## config.mk

```make
export PLATFORM = sky130hd
export DESIGN_NAME = io_responder
export DESIGN_NICKNAME = d
export VERILOG_FILES = /design/src/rtl/io_responder.sv
export SDC_FILE = /design/constraint.sdc
export NUM_CORES = 1
export LEC_CHECK = 0
export CORE_ASPECT_RATIO = 1.25
export CORE_UTILIZATION = 45
export DETAILED_ROUTE_END_ITERATION = 10
export HOLD_SLACK_MARGIN = 0.02
export PLACE_DENSITY_LB_ADDON = 0.3
export SYNTH_ARGS = -nofsm -noshare
export SYNTH_HDL_FRONTEND = slang
export SYNTH_SLANG_ARGS = --single-unit
```

## constraint.sdc

```tcl
create_clock -name clk -period 3 [get_ports clk]
set_input_delay 0.6 -clock clk [delete_from_list [all_inputs] [get_ports clk]]
set_output_delay 0.6 -clock clk [all_outputs]
set_load 0.02 [all_outputs]
```

## src/rtl/io_responder.sv

```systemverilog
// io_responder: memory-mapped IO target for the CPU's LED-write / switch-read strobes.
// Holds the LED register, the synchronised and debounced switches, and a sticky
// button-press flag that clears on read. Read data is combinational from state.
// Optional 7-segment scanner with a read/write SEG register is built when the
// macro SEG7_EN is defined; otherwise offset 0x078 is unmapped.
module io_responder #(
   parameter logic [21:0] IO_BASE         = 22'h3FFFFF,
   parameter int          DEBOUNCE_CYCLES = 20000,
   parameter int          SCAN_CYCLES     = 50000
) (
   input  logic        clk,
   input  logic        rst,
   input  logic [31:0] io_addr,
   input  logic [31:0] io_wdata_in,
   input  logic        io_write,
   input  logic        io_read,
   output logic [15:0] io_rdata,
   input  logic [15:0] sw_in,
   input  logic        btn_in,
   output logic [15:0] led_out
`ifdef SEG7_EN
   ,
   output logic [7:0]  seg_an,
   output logic [7:0]  seg_cat
`endif
);

   localparam logic [9:0] OFF_LED = 10'h060;
   localparam logic [9:0] OFF_SW  = 10'h070;
   localparam logic [9:0] OFF_BTN = 10'h074;
   localparam logic [9:0] OFF_SEG = 10'h078;

   localparam int               CNT_W   = $clog2(DEBOUNCE_CYCLES);
   localparam logic [CNT_W-1:0] CNT_MAX = CNT_W'(DEBOUNCE_CYCLES - 1);

   // Bus decode
   logic       io_hit;
   logic [9:0] io_off;
   logic       led_we;
   logic       btn_clr;

   assign io_hit  = (io_addr[31:10] == IO_BASE);
   assign io_off  = io_addr[9:0];
   assign led_we  = io_write && io_hit && (io_off == OFF_LED);
   assign btn_clr = io_read && io_hit && (io_off == OFF_BTN);

   // State
   logic [15:0]      led_reg, led_next;
   logic [15:0]      sw_meta_reg, sw_sync_reg;
   logic             btn_meta_reg, btn_sync_reg;
   logic [15:0]      sw_cand_reg, sw_cand_next, sw_stable_reg, sw_stable_next;
   logic [CNT_W-1:0] sw_cnt_reg, sw_cnt_next;
   logic             btn_cand_reg, btn_cand_next, btn_stable_reg, btn_stable_next;
   logic [CNT_W-1:0] btn_cnt_reg, btn_cnt_next;
   logic             btn_flag_reg, btn_flag_next;
   logic             btn_rise;

   // Two-flop synchronisers for the raw pins
   always_ff @(posedge clk) begin
      if (!rst) begin
         sw_meta_reg  <= '0;
         sw_sync_reg  <= '0;
         btn_meta_reg <= 1'b0;
         btn_sync_reg <= 1'b0;
      end else begin
         sw_meta_reg  <= sw_in;
         sw_sync_reg  <= sw_meta_reg;
         btn_meta_reg <= btn_in;
         btn_sync_reg <= btn_meta_reg;
      end
   end

   // Whole-vector switch debounce: any change restarts the stability count
   always_comb begin
      sw_cand_next   = sw_cand_reg;
      sw_cnt_next    = sw_cnt_reg;
      sw_stable_next = sw_stable_reg;
      if (sw_sync_reg != sw_cand_reg) begin
         sw_cand_next = sw_sync_reg;
         sw_cnt_next  = '0;
      end else if (sw_cnt_reg == CNT_MAX) begin
         sw_stable_next = sw_cand_reg;
      end else begin
         sw_cnt_next = sw_cnt_reg + CNT_W'(1);
      end
   end

   // Button debounce, rise detection and sticky flag (a rise beats a clearing read)
   always_comb begin
      btn_cand_next   = btn_cand_reg;
      btn_cnt_next    = btn_cnt_reg;
      btn_stable_next = btn_stable_reg;
      if (btn_sync_reg != btn_cand_reg) begin
         btn_cand_next = btn_sync_reg;
         btn_cnt_next  = '0;
      end else if (btn_cnt_reg == CNT_MAX) begin
         btn_stable_next = btn_cand_reg;
      end else begin
         btn_cnt_next = btn_cnt_reg + CNT_W'(1);
      end
      btn_rise      = btn_stable_next && !btn_stable_reg;
      btn_flag_next = btn_rise || (btn_flag_reg && !btn_clr);
   end

   // LED register load
   always_comb begin
      led_next = led_reg;
      if (led_we) begin
         led_next = io_wdata_in[15:0];
      end
   end

   // Register update for LED, debounce and flag state
   always_ff @(posedge clk) begin
      if (!rst) begin
         led_reg        <= '0;
         sw_cand_reg    <= '0;
         sw_cnt_reg     <= '0;
         sw_stable_reg  <= '0;
         btn_cand_reg   <= 1'b0;
         btn_cnt_reg    <= '0;
         btn_stable_reg <= 1'b0;
         btn_flag_reg   <= 1'b0;
      end else begin
         led_reg        <= led_next;
         sw_cand_reg    <= sw_cand_next;
         sw_cnt_reg     <= sw_cnt_next;
         sw_stable_reg  <= sw_stable_next;
         btn_cand_reg   <= btn_cand_next;
         btn_cnt_reg    <= btn_cnt_next;
         btn_stable_reg <= btn_stable_next;
         btn_flag_reg   <= btn_flag_next;
      end
   end

   assign led_out = led_reg;

`ifdef SEG7_EN
   localparam int                SCAN_W   = (SCAN_CYCLES > 1) ? $clog2(SCAN_CYCLES) : 1;
   localparam logic [SCAN_W-1:0] SCAN_MAX = SCAN_W'(SCAN_CYCLES - 1);

   logic              seg_we;
   logic [31:0]       seg_reg, seg_next;
   logic [SCAN_W-1:0] scan_cnt_reg, scan_cnt_next;
   logic [2:0]        scan_idx_reg, scan_idx_next;
   logic [7:0]        seg_an_reg, seg_an_next, seg_cat_reg, seg_cat_next;
   logic [3:0]        digit_nib [8];

   assign seg_we = io_write && io_hit && (io_off == OFF_SEG);

   genvar gi;
   generate
      for (gi = 0; gi < 8; gi++) begin : g_digit
         assign digit_nib[gi] = seg_reg[4*gi +: 4];
      end
   endgenerate

   // Active-low hex glyphs, {dp,g,f,e,d,c,b,a}, decimal point always off
   function automatic logic [7:0] hex_glyph(input logic [3:0] v);
      case (v)
         4'h0: hex_glyph = 8'hC0;
         4'h1: hex_glyph = 8'hF9;
         4'h2: hex_glyph = 8'hA4;
         4'h3: hex_glyph = 8'hB0;
         4'h4: hex_glyph = 8'h99;
         4'h5: hex_glyph = 8'h92;
         4'h6: hex_glyph = 8'h82;
         4'h7: hex_glyph = 8'hF8;
         4'h8: hex_glyph = 8'h80;
         4'h9: hex_glyph = 8'h90;
         4'hA: hex_glyph = 8'h88;
         4'hB: hex_glyph = 8'h83;
         4'hC: hex_glyph = 8'hC6;
         4'hD: hex_glyph = 8'hA1;
         4'hE: hex_glyph = 8'h86;
         default: hex_glyph = 8'h8E;
      endcase
   endfunction

   // Scan timing and registered digit drive for the current index
   always_comb begin
      seg_next      = seg_we ? io_wdata_in : seg_reg;
      seg_an_next   = ~(8'h01 << scan_idx_reg);
      seg_cat_next  = hex_glyph(digit_nib[scan_idx_reg]);
      scan_cnt_next = scan_cnt_reg + SCAN_W'(1);
      scan_idx_next = scan_idx_reg;
      if (scan_cnt_reg == SCAN_MAX) begin
         scan_cnt_next = '0;
         scan_idx_next = scan_idx_reg + 3'd1;
      end
   end

   // Scanner and SEG register update
   always_ff @(posedge clk) begin
      if (!rst) begin
         seg_reg      <= '0;
         scan_cnt_reg <= '0;
         scan_idx_reg <= '0;
         seg_an_reg   <= 8'hFF;
         seg_cat_reg  <= 8'hFF;
      end else begin
         seg_reg      <= seg_next;
         scan_cnt_reg <= scan_cnt_next;
         scan_idx_reg <= scan_idx_next;
         seg_an_reg   <= seg_an_next;
         seg_cat_reg  <= seg_cat_next;
      end
   end

   assign seg_an  = seg_an_reg;
   assign seg_cat = seg_cat_reg;
`else
   // Upper store bits and the scan period only matter to the 7-segment option
   logic unused_wdata_hi;
   assign unused_wdata_hi = ^io_wdata_in[31:16];
   localparam int unused_scan_cycles = SCAN_CYCLES;
`endif

   // Combinational read mux; anything not a mapped read returns zero
   always_comb begin
      io_rdata = 16'h0000;
      if (io_read && io_hit) begin
         case (io_off)
            OFF_LED: io_rdata = led_reg;
            OFF_SW:  io_rdata = sw_stable_reg;
            OFF_BTN: io_rdata = {15'b0, btn_flag_reg};
`ifdef SEG7_EN
            OFF_SEG: io_rdata = seg_reg[15:0];
`endif
            default: io_rdata = 16'h0000;
         endcase
      end
   end

endmodule

```

## Word-level counts from Yosys, hierarchy flattened

Index checks and enable logic that the tools add are counted.

- Bits in registers: 115
- Input port bits: 85
- Output and inout bits: 32

- $add $sub $neg: 2
- Equality and inequality tests: 8
- Muxes and demuxes: 4
- Bitwise operators: 2
- Reduce and logical (&&, ||, !) cells: 12

Operators by type and width:

| operator | count |
|---|---|
| 16-bit case mux with 3 select lines | 1 |
| 15-bit by 1-bit adder with 15-bit output, second input constant | 2 |
| 10-bit by 7-bit equality test with 1-bit output, second input constant | 3 |
| 15-bit equality test, second input constant | 2 |
| 22-bit equality test, second input constant | 1 |
| 16-bit two-way mux | 1 |
| 16-bit inequality test | 1 |
| 1-bit logical AND | 6 |
| 2-bit OR reduction | 2 |
| 1-bit zero test | 2 |
| 1-bit two-way mux | 2 |
| 1-bit inverter | 2 |
| 2-bit AND reduction | 1 |
| 1-bit logical OR | 1 |
| 1-bit inequality test | 1 |

## Longest topological paths before layout

- Word-level depth: 6
- Gate-level depth with buffers: 8

## Worst setup path before layout

OpenSTA, ideal clock, no wires.

- Path type: input to output
- Start: input io_addr[1]
- End: output io_rdata[10]
- Arrival time: 2,241 ps
- Data required time: 2,400 ps
- Path slack: 159 ps
- Cell stages on the path: 5
- Buffers on the path: 1
- Path through: or4b_1 > nor4_4 > nand4_1 > buf_2 > nor2_1

- Word-level cells in the longest chain between the ends: 3

Ends and longest elaborated chain:

| what | line | source |
|---|---|---|
| from (decl) | 13 | `input logic [31:0] io_addr,` |
| 10-bit by 7-bit equality test with 1-bit output | 223 | `case (io_off)` |
| 16-bit case mux with 3 select lines * | 223 |  |
| 16-bit two-way mux * | 222 | `if (io_read && io_hit) begin` |
| to (decl) | 17 | `output logic [15:0] io_rdata,` |

Mark *: on every way between the ends. The rest lies on a longest branch, timed or not.

## Worst setup path after layout

- Start: input io_addr[30]
- End: output io_rdata[6]

- Word-level cells in the longest chain between the ends: 3

Ends and longest elaborated chain:

| what | line | source |
|---|---|---|
| 22-bit equality test | 42 | `assign io_hit = (io_addr[31:10] == IO_BASE);` |
| 1-bit logical AND | 222 |  |
| 16-bit two-way mux | 222 |  |

Every way passes these cells.

==> flow_summary.json <==
{
  "ys_types": 33,
  "synth-compound-area-share": 0.0514,
  "wl_per_cell_um": 13.4,
  "crit_path_cell_trace": "clkdlybuf4s50_1 > nand4_1 > nor4_4 > nand4_1 > buf_6 > buf_6 > nor2_1 > buf_4",
  "synth_seq_cells": 115,
  "finalInstanceArea_mm2": 0.00649,
  "power_frac_seq": 0.396,
  "rows": 40,
  "min_period_over_period": 0.943,
  "vias": 3658,
  "power.internal_w": 0.00324,
  "syn_area_mm2": 0.00450,
  "cp.required_ns": 2.40,
  "antenna_found_initial": 0,
  "grt_start_max_net_pins": 35,
  "fin_crit_ns": 2.83,
  "hold_class": "flip-flop to flip-flop",
  "initial_core_util": 0.466,
  "p_comb_frac": 0.047,
  "core-area_mm2": 0.00966,
  "dp_hpwl_um": 6760,
  "syn_avg_cell_area_um2": 9.45,
  "grt-ovfl-total": 0,
  "pwr-share-clk": 0.556,
  "yosysSeqAreaShare": 0.512,
  "max_freq_ghz": 0.354,
  "p_total_w": 0.00398,
  "muxShareOfSynthArea": 0.0712,
  "final_common_cell": "dfxtp_1",
  "setup_viol": 0,
  "powerDensity_mw_per_mm2": 613,
  "routed_wl_um": 9720,
  "fin_skew_ns": 0.00630,
  "antennaDiodeCount": 0,
  "cts_buffers": 17,
  "tritoncts": "yes",
  "end_kind": "output port",
  "synthSimpleGateAreaFrac": 0.255,
  "hold_viol": 0,
  "crit_family": "buffers and inverters",
  "drtAntennaViolNets": 0,
  "drtIter0Drc": 154,
  "cts_sinks": 115,
  "drive_above_1_share": 0.133,
  "clock_latency_ns": 0.40,
  "syn_nets": 563,
  "synth_cells": 476,
  "track_usage": 0.198,
  "ys.warnings.count": 0,
  "crit_type": "input port to output port",
  "slowest_delay_ns": 0.45,
  "p_leak_nw": 2.66,
  "synthToLayoutAreaGrowth_pct": 44.3,
  "avgViaCountPerCell": 5.03,
  "synth_xor_xnor_area_share": 0.0818,
  "drc": 0,
  "design.die.area_mm2": 0.0104,
  "drv_slew": 0,
  "outcome": "completed",
  "grt_pass1_wl_um": 16200,
  "mostFrequentLayoutCells": "115 x dfxtp_1, 76 x clkdlybuf4s50_1, 53 x nor2_1, 53 x and2_1, 33 x xor2_1",
  "htreeDepth": 4,
  "cts.path.max_buffers": 2,
  "die_h_um": 114,
  "final_nets": 675,
  "clk_pin_slew_ns": 0.05,
  "maxSlewHeadroom": 0.637,
  "synth_adder_area_share": 0.00556,
  "drv_cap": 0,
  "portBuffers": 100,
  "path_buf_inv": 4,
  "switching_share": 0.186,
  "worst_ep_arrival_time_ns": 2.23,
  "crit_path_start_kind": "input port",
  "first_global_vias": 3590,
  "vdd_drop_max_v": 0.000417,
  "io_pins": 117,
  "worst_slew_pin_slew_ns": 0.545,
  "crit_slowest_cell": "clkdlybuf4s50_1",
  "die_x_um": 91.4,
  "drt_pass1_iterations": 4,
  "place_area_mm2": 0.00567,
  "root_buffer": "clkbuf_16",
  "gp_congestion": 0.819,
  "crit_fanout": 5,
  "p_sw_w": 0.000741,
  "rsz0062_at_grt": "no",
  "synth_top_family_by_area": "simple AND/OR/NAND/NOR gates"
}
==> worst register-to-register path, stage by stage (launching register included) <==
cell      delay [ns]
dfxtp_1         0.31
xor2_1          0.16
nor4_1          0.39
and4_1          0.24
buf_4           0.19
nand2_1         0.34
a211oi_1        0.35
==> final timing paths <==
path | slack (ns) | start | endpoint | cells after the start
max | 0.17 | io_addr[30] | io_rdata[6] | 8
min | 0.43 | sw_meta_reg[8] | sw_sync_reg[8] | 1
max reg2reg | 0.92 | sw_cand_reg[5] | sw_cnt_reg[4] | 6
min reg2reg | 0.43 | sw_meta_reg[8] | sw_sync_reg[8] | 1
==> kinds of logic (layout without fill, tap and decap cells) <==
group                      Yosys count  after routing
DFF                                115            115
and+or+nand+nor                    215            215
adders and majority gates            2              2
xor gates and xnor gates            42             42
muxes                               32             32
buffers and inverters               25            150
AOI/OAI and AO/OA                   45             45
==> area by class of cell <==
type	instances	area, um^2
fill	746	3170
sequential	115	2300
multi-input combinational	336	2190
timing repair buffer	116	1170
clock buffer	24	492
clock inverter	8	171
tap	126	158
inverter	2	7.51
==> per-stage QoR <==
stage | hold WS, ns | utilization | setup slack [ns] | setup TNS (ns) | cells
floorplan | 0.412 | - | 0.159 | 0 | 476
global placement | 0.419 | 0.587 | -0.512 | -7.99 | 692
detailed placement | 0.418 | 0.587 | -0.570 | -8.69 | 692
CTS | 0.430 | 0.659 | 0.00177 | 0 | 726
global route | 0.447 | 0.672 | 0.124 | 0 | 727
finish | 0.426 | 0.672 | 0.172 | 0 | 727
==> routing by layer <==
metal | routed length [um] | part of all wire | up-vias | global-route usage
li1 | - | - | 1854 | -
met1 | 4260 | 0.44 | 1674 | 0.223
met2 | 4660 | 0.48 | 111 | 0.335
met3 | 616 | 0.063 | 19 | 0.0700
met4 | 182 | 0.019 | 0 | 0.0878
met5 | 0 | 0 | - | 0
==> repair_timing <==
item                                    4_1_cts  5_1_grt
pin swaps                                    10       15
gates cloned                                  1        0
gates resized for setup                      98       34
endpoints found under the setup margin       16       15
setup buffers                                 1        1
hold buffers                                  0        0
==> cells in the mapped netlist (all sizes together) <==
master  count  share of area
dfxtp     115           0.51
nor2       68          0.057
and2       53          0.074
xor2       33          0.064
mux2i      32          0.071
nand3      28          0.031
a21oi      21          0.023
nand2      21          0.018
o21ai      20          0.022
nand4      18          0.028
clkbuf     17          0.014
xnor2       9          0.018
buf         6         0.0078
nor4        6          0.012
and4        4         0.0078
nor3        4         0.0044
nor4b       4         0.0078
and3        3         0.0042
a31oi       2         0.0028
ha          2         0.0056
nand4b      2         0.0039
a211oi      1         0.0017
clkinv      1        0.00083
inv         1        0.00083
nor2b       1         0.0014
o22ai       1         0.0014
or3         1         0.0014
or4b        1         0.0022
or4bb       1         0.0025
==> power groups by stage <==
stage / combinational (W) / sequential [W] / clock [W]
2_1_floorplan: 0.0000781 / 0.00160 / 0
3_3_place_gp: 0.000186 / 0.00161 / 0
3_5_place_dp: 0.000189 / 0.00161 / 0
4_1_cts: 0.000192 / 0.00158 / 0.00225
5_1_grt: 0.000205 / 0.00158 / 0.00233
6_report: 0.000188 / 0.00158 / 0.00221
(Power assumes the default switching activity.)
